**src/rtl/arbitro_pkg.sv**
```systemverilog
// -----------------------------------------------------------------------------
// arbitro_pkg
//  Shared definitions for the two-lane gate arbiter.
//  - FSM state encodings (plain localparams so older tools can read them).
//  - Default lot capacity, PIN-wait limit and the widths that hold them.
//  - carril_onehot(): turns a lane index into the one-hot Grant value.
// -----------------------------------------------------------------------------
package arbitro_pkg;

   localparam logic [1:0] IDLE  = 2'b00;
   localparam logic [1:0] GRANT = 2'b01;
   localparam logic [1:0] DRAIN = 2'b10;

   localparam int CAPACIDAD_DEF  = 40;
   localparam int ANCHO_OCUP_DEF = 6;
   localparam int T_ESPERA_DEF   = 16;
   localparam int ANCHO_T_DEF    = 5;

   function automatic logic [1:0] carril_onehot(input logic idx);
      return idx ? 2'b10 : 2'b01;
   endfunction

endpackage

```
**src/rtl/contador_ocupacion.sv**
```systemverilog
// -----------------------------------------------------------------------------
// contador_ocupacion
//  Saturating up/down count of vehicles inside the lot.
//  Ports:
//   Clk        in   rising-edge clock
//   Reset      in   synchronous, active-high
//   inc        in   one vehicle entered (saturates at CAPACIDAD)
//   dec        in   one vehicle left (floors at 0)
//   Ocupacion  out  current count
//   Lleno      out  registered Ocupacion == CAPACIDAD
// -----------------------------------------------------------------------------
module contador_ocupacion
   import arbitro_pkg::*;
#(
   parameter int CAPACIDAD  = CAPACIDAD_DEF,
   parameter int ANCHO_OCUP = ANCHO_OCUP_DEF
) (
   input  logic                  Clk,
   input  logic                  Reset,
   input  logic                  inc,
   input  logic                  dec,
   output logic [ANCHO_OCUP-1:0] Ocupacion,
   output logic                  Lleno
);

   localparam logic [ANCHO_OCUP-1:0] CAP_W = ANCHO_OCUP'(CAPACIDAD);
   localparam logic [ANCHO_OCUP-1:0] UNO   = ANCHO_OCUP'(1);

   logic [ANCHO_OCUP-1:0] ocup_q, ocup_d;
   logic                  lleno_q, lleno_d;

   // NOTE: every variable gets a default at the top of always_comb; a path
   // that leaves one unassigned would infer a latch.
   always_comb begin
      ocup_d = ocup_q;
      // An entry and an exit in the same cycle cancel out, even at the limits.
      if (inc && !dec) begin
         if (ocup_q < CAP_W) ocup_d = ocup_q + UNO;
      end else if (dec && !inc) begin
         if (ocup_q != '0) ocup_d = ocup_q - UNO;
      end
      lleno_d = (ocup_d == CAP_W);
   end

   // NOTE: sequential state uses non-blocking assignments only, so every flop
   // samples the pre-edge values regardless of statement order.
   always_ff @(posedge Clk) begin
      if (Reset) begin
         ocup_q  <= '0;
         lleno_q <= 1'b0;
      end else begin
         ocup_q  <= ocup_d;
         lleno_q <= lleno_d;
      end
   end

   assign Ocupacion = ocup_q;
   assign Lleno     = lleno_q;

endmodule

```
**src/rtl/arbitro_compuerta.sv**
```systemverilog
// -----------------------------------------------------------------------------
// arbitro_compuerta
//  Shares one PIN-checking gate controller between two entrance lanes.
//  Round-robin grant, mux of the granted lane onto the controller inputs,
//  saturating occupancy count (new grants refused when full) and release of a
//  lane that stalls during PIN entry.
//  Ports:
//   Clk, Reset                 clock, synchronous active-high reset
//   Vehiculo0/1, enterPin0/1,
//   Pin0/1, Termino0/1         per-lane inputs
//   Salida                     one-cycle pulse: a vehicle left the lot
//   g_Vehiculo, g_enterPin,
//   g_Pin, g_Termino           granted lane copied to the controller
//   g_Cerrado, g_Abierto,
//   g_Alarma, g_Bloqueo        controller status
//   Grant                      one-hot lane ownership
//   AlarmaCarril               alarm/block routed to the owning lane
//   Ocupacion, Lleno           vehicles inside, lot full
//   Timeout                    one-cycle pulse when a lane is dropped for PIN stall
// -----------------------------------------------------------------------------
module arbitro_compuerta
   import arbitro_pkg::*;
#(
   parameter int CAPACIDAD  = CAPACIDAD_DEF,
   parameter int ANCHO_OCUP = ANCHO_OCUP_DEF,
   parameter int T_ESPERA   = T_ESPERA_DEF,
   parameter int ANCHO_T    = ANCHO_T_DEF
) (
   input  logic                  Clk,
   input  logic                  Reset,
   input  logic                  Vehiculo0,
   input  logic                  Vehiculo1,
   input  logic                  enterPin0,
   input  logic                  enterPin1,
   input  logic [7:0]            Pin0,
   input  logic [7:0]            Pin1,
   input  logic                  Termino0,
   input  logic                  Termino1,
   input  logic                  Salida,
   output logic                  g_Vehiculo,
   output logic                  g_enterPin,
   output logic [7:0]            g_Pin,
   output logic                  g_Termino,
   input  logic                  g_Cerrado,
   input  logic                  g_Abierto,
   input  logic                  g_Alarma,
   input  logic                  g_Bloqueo,
   output logic [1:0]            Grant,
   output logic [1:0]            AlarmaCarril,
   output logic [ANCHO_OCUP-1:0] Ocupacion,
   output logic                  Lleno,
   output logic                  Timeout
);

   localparam logic [ANCHO_T-1:0] T_LIMITE = ANCHO_T'(T_ESPERA - 1);
   localparam logic [ANCHO_T-1:0] T_UNO    = ANCHO_T'(1);

   logic [1:0]         state_q, state_d;
   logic [1:0]         grant_q, grant_d;
   logic               rr_q, rr_d;
   logic [ANCHO_T-1:0] timer_q, timer_d;
   logic               timeout_q, timeout_d;

   // Selected-lane view: with Grant one-hot, bit 1 is the lane index.
   logic       sel;
   logic       sel_vehiculo, sel_enter, sel_termino;
   logic [7:0] sel_pin;
   logic [1:0] req;
   logic       inc;

   assign sel          = grant_q[1];
   assign sel_vehiculo = sel ? Vehiculo1 : Vehiculo0;
   assign sel_enter    = sel ? enterPin1 : enterPin0;
   assign sel_termino  = sel ? Termino1  : Termino0;
   assign sel_pin      = sel ? Pin1      : Pin0;

   assign req = {Vehiculo1, Vehiculo0} & {2{~Lleno}};

   // Only the owning lane's Termino can count, and only while it holds GRANT.
   assign inc = (state_q == GRANT) && sel_termino;

   contador_ocupacion #(
      .CAPACIDAD  (CAPACIDAD),
      .ANCHO_OCUP (ANCHO_OCUP)
   ) u_contador (
      .Clk       (Clk),
      .Reset     (Reset),
      .inc       (inc),
      .dec       (Salida),
      .Ocupacion (Ocupacion),
      .Lleno     (Lleno)
   );

   always_comb begin
      state_d   = state_q;
      grant_d   = grant_q;
      rr_d      = rr_q;
      timer_d   = timer_q;
      timeout_d = 1'b0;

      case (state_q)
         IDLE: begin
            timer_d = '0;
            if (req != 2'b00) begin
               grant_d = req[rr_q] ? carril_onehot(rr_q) : carril_onehot(~rr_q);
               state_d = GRANT;
            end
         end

         GRANT: begin
            // The wait timer only runs while the controller is idle-waiting.
            if (sel_enter || g_Abierto || g_Bloqueo) timer_d = '0;
            else                                     timer_d = timer_q + T_UNO;

            if (sel_termino) begin
               // A tailgater keeps the lane until the controller resolves Bloqueo.
               if (!sel_vehiculo) state_d = DRAIN;
            end else if (!sel_vehiculo && !g_Abierto) begin
               state_d = DRAIN;
            end else if (timer_q == T_LIMITE) begin
               timeout_d = 1'b1;
               state_d   = DRAIN;
            end
         end

         DRAIN: begin
            timer_d = '0;
            if (g_Cerrado) begin
               state_d = IDLE;
               grant_d = 2'b00;
               rr_d    = ~sel;
            end
         end

         default: begin
            state_d = IDLE;
            grant_d = 2'b00;
            timer_d = '0;
         end
      endcase
   end

   // NOTE: reset is synchronous; it is just the highest-priority branch of the
   // clocked block, not an entry in the sensitivity list.
   always_ff @(posedge Clk) begin
      if (Reset) begin
         state_q   <= IDLE;
         grant_q   <= 2'b00;
         rr_q      <= 1'b0;
         timer_q   <= '0;
         timeout_q <= 1'b0;
      end else begin
         state_q   <= state_d;
         grant_q   <= grant_d;
         rr_q      <= rr_d;
         timer_q   <= timer_d;
         timeout_q <= timeout_d;
      end
   end

   // Controller inputs follow the owning lane only in GRANT; Reset forces them
   // low immediately rather than waiting for the edge.
   always_comb begin
      g_Vehiculo = 1'b0;
      g_enterPin = 1'b0;
      g_Pin      = 8'h00;
      g_Termino  = 1'b0;
      if ((state_q == GRANT) && !Reset) begin
         g_Vehiculo = sel_vehiculo;
         g_enterPin = sel_enter;
         g_Pin      = sel_pin;
         g_Termino  = sel_termino;
      end
   end

   assign Grant        = grant_q;
   assign AlarmaCarril = grant_q & {2{g_Alarma | g_Bloqueo}};
   assign Timeout      = timeout_q;

endmodule
```
**config.mk**
```make
export PLATFORM = sky130hd
export DESIGN_NAME = arbitro_compuerta
export DESIGN_NICKNAME = d
export VERILOG_FILES = /design/src/rtl/arbitro_pkg.sv /design/src/rtl/contador_ocupacion.sv /design/src/rtl/arbitro_compuerta.sv
export SDC_FILE = /design/constraint.sdc
export NUM_CORES = 1
export LEC_CHECK = 0
export BUFFER_PORTS_ARGS = -buffer_cell sky130_fd_sc_hd__buf_2
export CAP_MARGIN = 20
export CELL_PAD_IN_SITES_DETAIL_PLACEMENT = 0
export CELL_PAD_IN_SITES_GLOBAL_PLACEMENT = 2
export CORE_MARGIN = 1.5
export CORE_UTILIZATION = 27
export DETAILED_ROUTE_END_ITERATION = 7
export PLACE_DENSITY_LB_ADDON = 0.1
export SLEW_MARGIN = 20
export SYNTH_ARGS = -nofsm -noshare
export SYNTH_HDL_FRONTEND = slang
export SYNTH_SLANG_ARGS = --single-unit
```
**constraint.sdc**
```tcl
create_clock -name Clk -period 2.4 [get_ports Clk]
set_clock_uncertainty 0.1 [all_clocks]
set_input_delay 0.72 -clock Clk [delete_from_list [all_inputs] [get_ports Clk]]
set_output_delay 0.72 -clock Clk [all_outputs]
set_load 0.05 [all_outputs]
```
==> flow_metrics.py <==
metrics = {
    "drt": {
        "route.met3.wl_um": 262,
        "totalWireLength_um": 3770,
        "drc": 0,
        "highest_layer": "met4",
        "via_count": 1362,
        "vias_per_cell": 5.06,
        "dr.pass1.iters": 5,
        "route.met2.wl_um": 1620,
        "drt_iter0_drc": 93,
        "ant_nets": 0,
        "wire_per_inst_um": 14.0,
        "drt-met1-wl_um": 1860,
    },
    "clock_network": {
        "cts_tree": "built",
        "clock_sinks": 18,
        "cts_made_buffers": 3,
        "ctsHoldBuffers": 0,
        "cts_root_buf": "clkbuf_8",
        "cts_setup_buffers": 0,
        "cts.htree.levels": 1,
        "cts_buffer_depth": 2,
        "clk_latency_ns": 0.26,
        "clkTransAtPathRegs_ns": 0.07,
    },
    "power_and_ir_drop": {
        "netSwitchingPower_mw": 1.13,
        "p_leak_nw": 0.800,
        "combPwrFrac": 0.649,
        "pwr-share-seq": 0.235,
        "powerDensity_nw_per_um2": 1180,
        "internal-power_mw": 1.05,
        "ir_drop_v": 0.000402,
        "pwr-share-clk": 0.116,
        "switching_share": 0.518,
    },
    "grt": {
        "grt_first_pass_wirelength_um": 6090,
        "gr-total-overflow": 0,
        "first_global_vias": 1326,
        "grt_max_degree": 13,
        "antenna_found_initial": 0,
        "grt_usage": 0.147,
    },
    "floorplan": {
        "die_h_um": 72.7,
        "fp.coreArea_um2": 4690,
        "die_x_um": 72.7,
        "die_area_um2": 5280,
        "num_rows": 25,
        "boundaryPins": 52,
        "start_util": 0.279,
    },
    "outcome": {
        "status": "complete, no violations",
    },
    "yosys": {
        "synth_top_family_by_area": "simple AND/OR/NAND/NOR gates",
        "synthTopCellsByArea": "dfxtp_1 (28%), mux2i_1 (7.6%), nor2_1 (7.4%)",
        "synth_fa_ha_area_frac": 0.0478,
        "async_flop_share": 0,
        "synth_compound_area_frac": 0.222,
        "syn_inst": 157,
        "synth_flop_cell": "dfxtp_1",
        "syn-num-nets": 191,
        "synth_top_area_cell": "dfxtp_1",
        "avgSynthCellArea_um2": 8.34,
        "synthesis.area_um2": 1310,
        "yosys.area_share.simple": 0.258,
        "synthMuxAreaShare": 0.111,
        "ys_ff_latch": 18,
        "yosys_warnings": 0,
        "synthDistinctLibCells": 49,
        "synth.top_cell.area_share": 0.275,
        "synth_xor_xnor_area_share": 0.0201,
        "seq_area_frac_synth": 0.275,
        "synth_edf_count": 0,
    },
    "cells_and_area": {
        "nets": 250,
        "final_cell_mix": "buf_2 (41), buf_4 (21), dfxtp_1 (16)",
        "synthToLayoutAreaGrowth_pct": 40.6,
        "diodes": 0,
        "fin_cells": 269,
        "layout_commonest_cell": "buf_2",
        "drive_gt1_frac": 0.419,
    },
    "sta": {
        "rsz0062_at_grt": "false",
        "min_period_ns": 2.33,
        "finalHoldViolations": 0,
        "maxSlewViolCount": 0,
        "finalCritPeriodShare": 0.973,
        "fin_setup_tns_ns": 0,
        "fmax_ghz": 0.428,
        "relSlewSlack": 0.659,
        "setup_viol": 0,
        "tightest_slew_ns": 0.506,
    },
    "place": {
        "gp_congestion": 0.787,
        "port_buffers": 51,
        "hpwl_um": 3000,
        "dp.cells": 265,
    },
    "worst_setup_path": {
        "worst_ep_arrival_time_ns": 1.51,
        "cp.required_ns": 1.58,
        "crit_fanout": 3,
        "start_kind": "primary input",
        "timing.setup.critical_path_class": "primary input to output pin",
        "endpoint_kind": "output pin",
        "reg2reg_slack_ns": 0.38,
    },
    "flow_run": {
        "cap_violations": 0,
    },
    "worst_hold_path": {
        "hp-class": "register to register",
    },
}
==> state kept, by name, indices dropped and copies added (netlist names) <==
signal	flops
timer_q	5
rr_q	1
state_q	2
u_contador.Ocupacion	6
Grant	2
u_contador.Lleno	1
Timeout	1
==> worst max-delay path, stage by stage <==
cell	delay (ns)
buf_2	0.13
mux2_2	0.29
nand2_1	0.14
nor2_4	0.03
buf_2	0.20
==> cells in the mapped netlist (2+ instances only) <==
cell type,number
nor2_1,26
dfxtp_1,18
inv_1,10
mux2i_1,10
a211oi_1,6
ha_1,5
nand4_1,5
buf_2,4
nand3_1,4
o211ai_1,4
o21a_1,4
a2111oi_0,3
a21o_1,3
nand2_1,3
nand3b_1,3
nor2b_1,3
nor3_1,3
o21ai_0,3
a21oi_1,2
and2_1,2
and3_1,2
buf_6,2
clkbuf_1,2
nand2b_1,2
o221ai_1,2
or2_2,2
xnor2_1,2
==> per-stage QoR <==
step | power (mW) | cell area, um^2 | hold WS [ns] | worst slack [ns] | util
after floorplan | 1.57 | 1400 | 0.318 | -0.0136 | -
after global placement | 1.89 | 1760 | 0.331 | 0.0477 | 0.374
after detailed placement | 1.90 | 1760 | 0.338 | 0.0422 | 0.374
after CTS | 2.18 | 1840 | 0.355 | 0.0344 | 0.392
after global routing | 2.32 | 1840 | 0.369 | 0.0166 | 0.393
final | 2.17 | 1840 | 0.350 | 0.0658 | 0.393
==> kinds of logic after synthesis <==
logic type	count (synthesis)
and+or+nand+nor	62
AOI/OAI and AO/OA	38
buffers and inverters	18
DFF	18
muxes	13
adders and majority gates	5
xor gates and xnor gates	3
==> timing repair <==
action	4_1_cts	5_1_grt
setup endpoints to repair	10	11
cloned	0	0
resized for setup	11	2
==> layer usage <==
| metal | GRT usage | vias up |
|---|---|---|
| met1 | 0.198 | 609 |
| met3 | 0.0373 | 5 |
| met5 | 0 | - |
| li1 | - | 691 |
| met2 | 0.239 | 57 |
| met4 | 0.0294 | 0 |
==> power by group through the flow <==
stage | clock, mW | sequential (mW) | combinational, mW
final | 0.252 | 0.511 | 1.41
after global routing | 0.277 | 0.528 | 1.52
after CTS | 0.263 | 0.506 | 1.41
after detailed placement | 0 | 0.512 | 1.38
after global placement | 0 | 0.512 | 1.38
after floorplan | 0 | 0.651 | 0.920
==> area by class of cell <==
class                   instances  area (um^2)
clock buffers                   4         55.1
repair buffers                 62          363
well taps                      54         67.6
fillers                       474         2850
multi-input cells             121          956
flip-flops and latches         18          363
inverters                      10         37.5
==> worst paths after layout <==
check                           from                to  cells past startpoint
max                         Termino0         g_Termino                      5
min                       timer_q[0]        timer_q[0]                      1
max reg2reg  u_contador.Ocupacion[0]  u_contador.Lleno                      7
min reg2reg               timer_q[0]        timer_q[0]                      1
No activity file was read; power rests on OpenSTA's default activity.
